$ cat config.mk
export PLATFORM = sky130hd
export DESIGN_NAME = alu_mul_sequencer
export DESIGN_NICKNAME = d
export VERILOG_FILES = /design/src/rtl/alu_mul_sequencer.sv
export SDC_FILE = /design/constraint.sdc
export NUM_CORES = 1
export LEC_CHECK = 0
export ABC_AREA = 1
export CAP_MARGIN = 10
export CORE_MARGIN = 1
export CORE_UTILIZATION = 25
export DETAILED_ROUTE_END_ITERATION = 8
export DONT_BUFFER_PORTS = 1
export SYNTH_ARGS = -nofsm -noshare
export SYNTH_HDL_FRONTEND = slang
export SYNTH_SLANG_ARGS = --single-unit
$ cat constraint.sdc
create_clock -name i_clk -period 3.93 [get_ports i_clk]
set_clock_uncertainty 0.2 [all_clocks]
set_input_delay 0.786 -clock i_clk [delete_from_list [all_inputs] [get_ports i_clk]]
set_output_delay 0.786 -clock i_clk [all_outputs]
set_load 0.05 [all_outputs]
$ cat src/rtl/alu_mul_sequencer.sv
// Shift-add multiplier producing the low N bits of op_a*op_b by borrowing the shared ALU.
// Each granted RUN cycle performs one accumulate step; DONE pulses for a single cycle.
module alu_mul_sequencer #(
  parameter int unsigned N       = 32,
  parameter logic [3:0]  SEL_ADD = 4'h0
) (
  input  logic         i_clk,
  input  logic         i_rst_n,
  input  logic         i_start,
  input  logic         i_flush,
  input  logic [N-1:0] i_op_a,
  input  logic [N-1:0] i_op_b,
  output logic         o_ready,
  output logic         o_done,
  output logic [N-1:0] o_product,
  output logic         o_alu_req,
  input  logic         i_alu_gnt,
  output logic [N-1:0] o_alu_a,
  output logic [N-1:0] o_alu_b,
  output logic [3:0]   o_alu_sel,
  input  logic [N-1:0] i_alu_result
);

  localparam int unsigned CNT_W = $clog2(N);
  localparam logic [CNT_W-1:0] CNT_MAX = CNT_W'(N - 1);

  localparam logic [1:0] ST_IDLE = 2'd0;
  localparam logic [1:0] ST_RUN  = 2'd1;
  localparam logic [1:0] ST_DONE = 2'd2;

  logic [1:0]       r_state,   w_state_d;
  logic [N-1:0]     r_acc,     w_acc_d;
  logic [N-1:0]     r_mcand,   w_mcand_d;
  logic [N-1:0]     r_mplier,  w_mplier_d;
  logic [CNT_W-1:0] r_cnt,     w_cnt_d;
  logic [N-1:0]     r_product, w_product_d;
  logic             w_run;

  assign w_run = (r_state == ST_RUN);

  always_comb begin
    w_state_d   = r_state;
    w_acc_d     = r_acc;
    w_mcand_d   = r_mcand;
    w_mplier_d  = r_mplier;
    w_cnt_d     = r_cnt;
    w_product_d = r_product;
    case (r_state)
      ST_IDLE: begin
        // flush beats start so an abort in the same cycle never launches a multiply
        if (i_start && !i_flush) begin
          w_acc_d    = '0;
          w_mcand_d  = i_op_a;
          w_mplier_d = i_op_b;
          w_cnt_d    = '0;
          w_state_d  = ST_RUN;
        end
      end
      ST_RUN: begin
        if (i_flush) begin
          w_state_d = ST_IDLE;
        end else if (i_alu_gnt) begin
          w_acc_d    = i_alu_result;
          w_mcand_d  = r_mcand << 1;
          w_mplier_d = r_mplier >> 1;
          w_cnt_d    = r_cnt + 1'b1;
          if (r_cnt == CNT_MAX) begin
            w_product_d = i_alu_result;
            w_state_d   = ST_DONE;
          end
        end
      end
      ST_DONE: w_state_d = ST_IDLE;
      default: w_state_d = ST_IDLE;
    endcase
  end

  always_ff @(posedge i_clk or negedge i_rst_n) begin
    if (!i_rst_n) begin
      r_state   <= ST_IDLE;
      r_acc     <= '0;
      r_mcand   <= '0;
      r_mplier  <= '0;
      r_cnt     <= '0;
      r_product <= '0;
    end else begin
      r_state   <= w_state_d;
      r_acc     <= w_acc_d;
      r_mcand   <= w_mcand_d;
      r_mplier  <= w_mplier_d;
      r_cnt     <= w_cnt_d;
      r_product <= w_product_d;
    end
  end

  assign o_ready   = (r_state == ST_IDLE);
  assign o_done    = (r_state == ST_DONE);
  assign o_alu_req = w_run;
  assign o_alu_sel = SEL_ADD;
  assign o_alu_a   = w_run ? r_acc : '0;
  assign o_alu_b   = (w_run && r_mplier[0]) ? r_mcand : '0;
  assign o_product = r_product;

endmodule

Yosys cells after proc, flatten, opt, wreduce, memory -nomap -nowiden. Cells that the tools add are included. W data, S select, Z words.

Register bits after elaboration: 135. Input bits: 101. Output and inout port bits: 103. Word-level logic and storage cells: 47.

Add/subtract/negate cells: 1. Equal/unequal tests: 8. Multiplexer cells: 23. Bitwise logic cells: 1. Reductions and logical operators: 8.

Operators with widths (count): $mux W32 (11); $pmux W32 S2 (3); $mux W5 (3); $pmux W5 S2 (1); $mux W2 (4); $reduce_and A4 Y1 (2); $add A5 B1 Y5 const B (1); $eq A5 B5 Y1 const B (1); $ne A2 B2 Y1 const B (2); $pmux W2 S2 (1); $ne A3 B2 Y1 const B (1); $ne A3 B3 Y1 const B (1); $reduce_and A3 Y1 (1); $eq A2 B1 Y1 const B (1); $eq A2 B2 Y1 const B (1); $logic_and A1 B1 Y1 (2); $logic_not A2 Y1 (1); $ne A2 B1 Y1 const B (1); $reduce_bool A2 Y1 (1); $logic_not A1 Y1 (1); $not A1 Y1 (1).

Longest topological paths before layout.
Depth in word-level cells: 5. Gate-level depth with buffers: 8. Depth with buffers taken out: 8.

Worst setup path after synthesis. OpenSTA, ideal clock, no wires.

Path kind: register to output. Start: register r_state[1]. End: output o_alu_a[10]. Arrival: 1.701 ns. Data required time: 2.944 ns. Slack: 1.243 ns. Stages on the path, launching flop included: 7. Cell sequence: dfrtp_1 -> inv_1 -> nand2_2 -> buf_2 -> buf_2 -> buf_2 -> nor2_1.

Word-level cells in the longest chain between the ends: 2.

Ends and longest elaborated chain: from (decl) (RTL line 31) `logic [1:0] r_state, w_state_d;`; from (signal assigned) (RTL line 87) `r_state <= w_state_d;`; $eq A2 B1 Y1 (RTL line 39) `assign w_run = (r_state == ST_RUN);`; $mux W32 (RTL line 100) `assign o_alu_a = w_run ? r_acc : '0;`; to (decl) (RTL line 18) `output logic [N-1:0] o_alu_a,`.

Every way passes these cells.

Worst setup path after layout.
Start: register r_state[1]. End: output o_alu_a[22].

Same word-level chain as after synthesis.

==> flow_summary_export.csv <==
group,metric,value,unit
drt,routed_wl,17800,um
clocking,cts_made_buffers,17,
yosys,share_of_the_synthesized_area_in_the_top_cell_type,0.503,
yosys,ys_types,20,
clocking,post_cts_resized,0,
clocking,cts-root-to-sink-buffers,2,
clocking,ctsHtreeMaxLevel,4,
yosys,synth_seq_cells,135,
yosys,syn-cell-area,6710,um^2
yosys,synth_top_cell_by_area,"dfrtp_1",
timing,maxSlewViolCount,0,
power,total_power,4.16,mW
final_layout,final_layout_size_suffix_gt1_frac,0.116,
outcome,run_status,"finished, violations left",
placement,placer_s_final_routability_congestion_estimate,0.741,
outcome,violations,"design-rule violations, negative hold slack",
grt,grt_pass1_vias,5764,
drt,drt-initial-drc-count,460,
drt,via_per_inst,4.42,
timing,post-route-period-util,0.781,
clocking,worst_skew_pair.late_latency,0.42,ns
placement,io_buffers,0,
drt,detailedRoute.firstPassIterationCount,7,
grt,antenna_violations_before_repair,0,
floorplan,floorplan.initialDensity,0.256,
drt,vias,5831,
floorplan,design.core.area,26200,um^2
timing,fmaxAchievable,0.326,GHz
timing,maxSlewHeadroom,0.313,
floorplan,io_pins,204,
timing,finalHoldViolations,135,
yosys,yosys-top-cells-area,"dfrtp_1, nand2_1, nand3_1",
setup_path,worstPathRequired,2.94,ns
min_path,worst_hold_path_type,"in -> async",
setup_path,setup.worst_path.start_class,"register",
yosys,synth-seq-area-share,0.503,
final_layout,flow.area_growth_from_synthesis,19.4,%
setup_path,worst-path-max-fanout,94,
floorplan,floorplan.die.height,166,um
grt,grt_start_max_net_pins,136,
setup_path,timing.critical_path.to_type,"primary output",
yosys,yosys_warnings,0,
timing,unrepaired_setup_endpoints_after_global_routing,"false",
setup_path,regToRegSetupSlack,1.17,ns
timing,tns,0,ns
clocking,clkSinkCount,135,
placement,dp_hpwl,11400,um
grt,globalRoute.totalOverflow,0,
power,static-leakage-power,4.31,nW
final_layout,antenna_cells,0,
floorplan,fp-row-count,59,
job,max_cap_viols,0,
final_layout,final_common_cell,"nand2_1",
setup_path,timing.critical_path.arrival,2.08,ns
floorplan,fp.dieArea,27500,um^2
power,vdd.ir_drop.worst,0.224,mV
setup_path,cp_class,"reg -> out",
timing,hold_slack,-0.140,ns
timing,timing_worst_slew_pin_value,1.03,ns
power,power_density,520,nW/um^2
yosys,synth_cells,937,
final_layout,mostFrequentLayoutCells,"nand2_1, dfrtp_1, inv_1, nor2_1, nand3_1",
clocking,root_buffer,"clkbuf_16",
drt,drc,20,
drt,final_antenna_net_count,0,
floorplan,dieWidth,166,um
timing,min_period,3.07,ns
grt,grt_usage,0.134,
yosys,syn_avg_cell_area,7.16,um^2
timing,setup_viol,0,
grt,first_pass_grt_wire_length,29600,um
clocking,cts_tree,"built",
drt,average_wire_per_cell_in_the_routed_design,13.5,um
clocking,post_cts_buffers,0,
clocking,clk_transition_reported_paths,0.06,ns
final_layout,final_net_count,1073,
-- power breakdown --
part	total, mW	internal, mW	switching [mW]
registers	1.73	1.61	0.123
logic	0.807	0.252	0.556
clock network	1.62	0.957	0.664
total	4.16	2.82	1.34
-- path summary, 6_finish.rpt --
| kind | startpoint | endpoint | cells after the start |
|---|---|---|---|
| worst min register to register | r_mplier[17]$_DFFE_PN0P_ | r_mplier[17]$_DFFE_PN0P_ | 2 |
| max in group asynchronous | i_rst_n | r_mplier[2]$_DFFE_PN0P_ | 0 |
| worst min-delay path | i_rst_n | o_product[1]$_DFFE_PN0P_ | 0 |
| worst max register to register | r_state[0]$_DFFE_PN0P_ | r_acc[5]$_DFFE_PN0P_ | 8 |
| worst max-delay path | r_state[1]$_DFFE_PN0P_ | o_alu_a[22] | 4 |
| min in group i_clk | i_alu_result[29] | o_product[29]$_DFFE_PN0P_ | 2 |
-- metrics by stage --
| stage | cells | worst slack, ns | hold WS [ns] | utilization | instance area (um^2) |
|---|---|---|---|---|---|
| 5_1_grt | 1318 | 0.711 | -0.163 | 0.306 | 8010 |
| 3_3_place_gp | 1286 | 1.14 | 0.288 | 0.283 | 7420 |
| 4_1_cts | 1318 | 0.839 | -0.162 | 0.306 | 8010 |
| 2_1_floorplan | 940 | 1.24 | 0.276 | - | 6720 |
| 6_report | 1318 | 0.861 | -0.140 | 0.306 | 8010 |
| 3_5_place_dp | 1286 | 1.13 | 0.293 | 0.283 | 7420 |
-- critical path, cell delays in order, from the launching register on --
cell and delay (ns):
dfrtp_1 0.42, inv_1 0.13, nand2_4 0.47, nor2_1 0.34, buf_4 0.25
-- logic make-up (layout without fill, tap and decap cells) --
| logic type | after synthesis | count (layout) | share of synthesized area |
|---|---|---|---|
| flip-flops | 135 | 135 | 0.503 |
| adder cells (fa/ha/maj) | 2 | 2 | 0.00373 |
| buffers and inverters | 165 | 208 | 0.102 |
| other | 1 | 4 | 0.000559 |
| AND/OR/NAND/NOR | 565 | 565 | 0.339 |
| AO/OA/AOI/OAI | 69 | 69 | 0.0515 |
-- cell usage after synthesis --
master / count
ha_1: 2
dfrtp_1: 135
nand3_1: 97
clkbuf_1: 24
nand2_2: 3
conb_1: 1
nand2_1: 359
nor2_1: 101
buf_1: 4
a21oi_1: 1
nor2_4: 1
inv_2: 1
inv_1: 101
nor3b_1: 1
nand3_2: 2
buf_4: 5
nor2_2: 1
buf_6: 1
o21ai_0: 68
buf_2: 29
-- registers in the layout (all words and copies together) (netlist names) --
name and cells:
o_product 32, r_acc 32, r_mcand 32, r_mplier 32, r_cnt 5, r_state 2
-- area by class of cell --
type,instances,area [um^2]
Timing Repair Buffer,74,556
Inverter,102,383
Clock inverter,14,150
Fill cell,2862,18200
Multi-Input combinational cell,640,2690
Sequential cell,135,3380
Tap cell,335,419
Clock buffer,18,439
-- routing by layer --
layer	GRT usage	wire length, um	vias up
met5	0	0	-
met4	0.0354	194	0
met3	0.0374	1210	16
met2	0.217	8020	186
met1	0.174	8380	2724
li1	-	-	2905
Note: power is estimated with default switching activity, not from simulation.
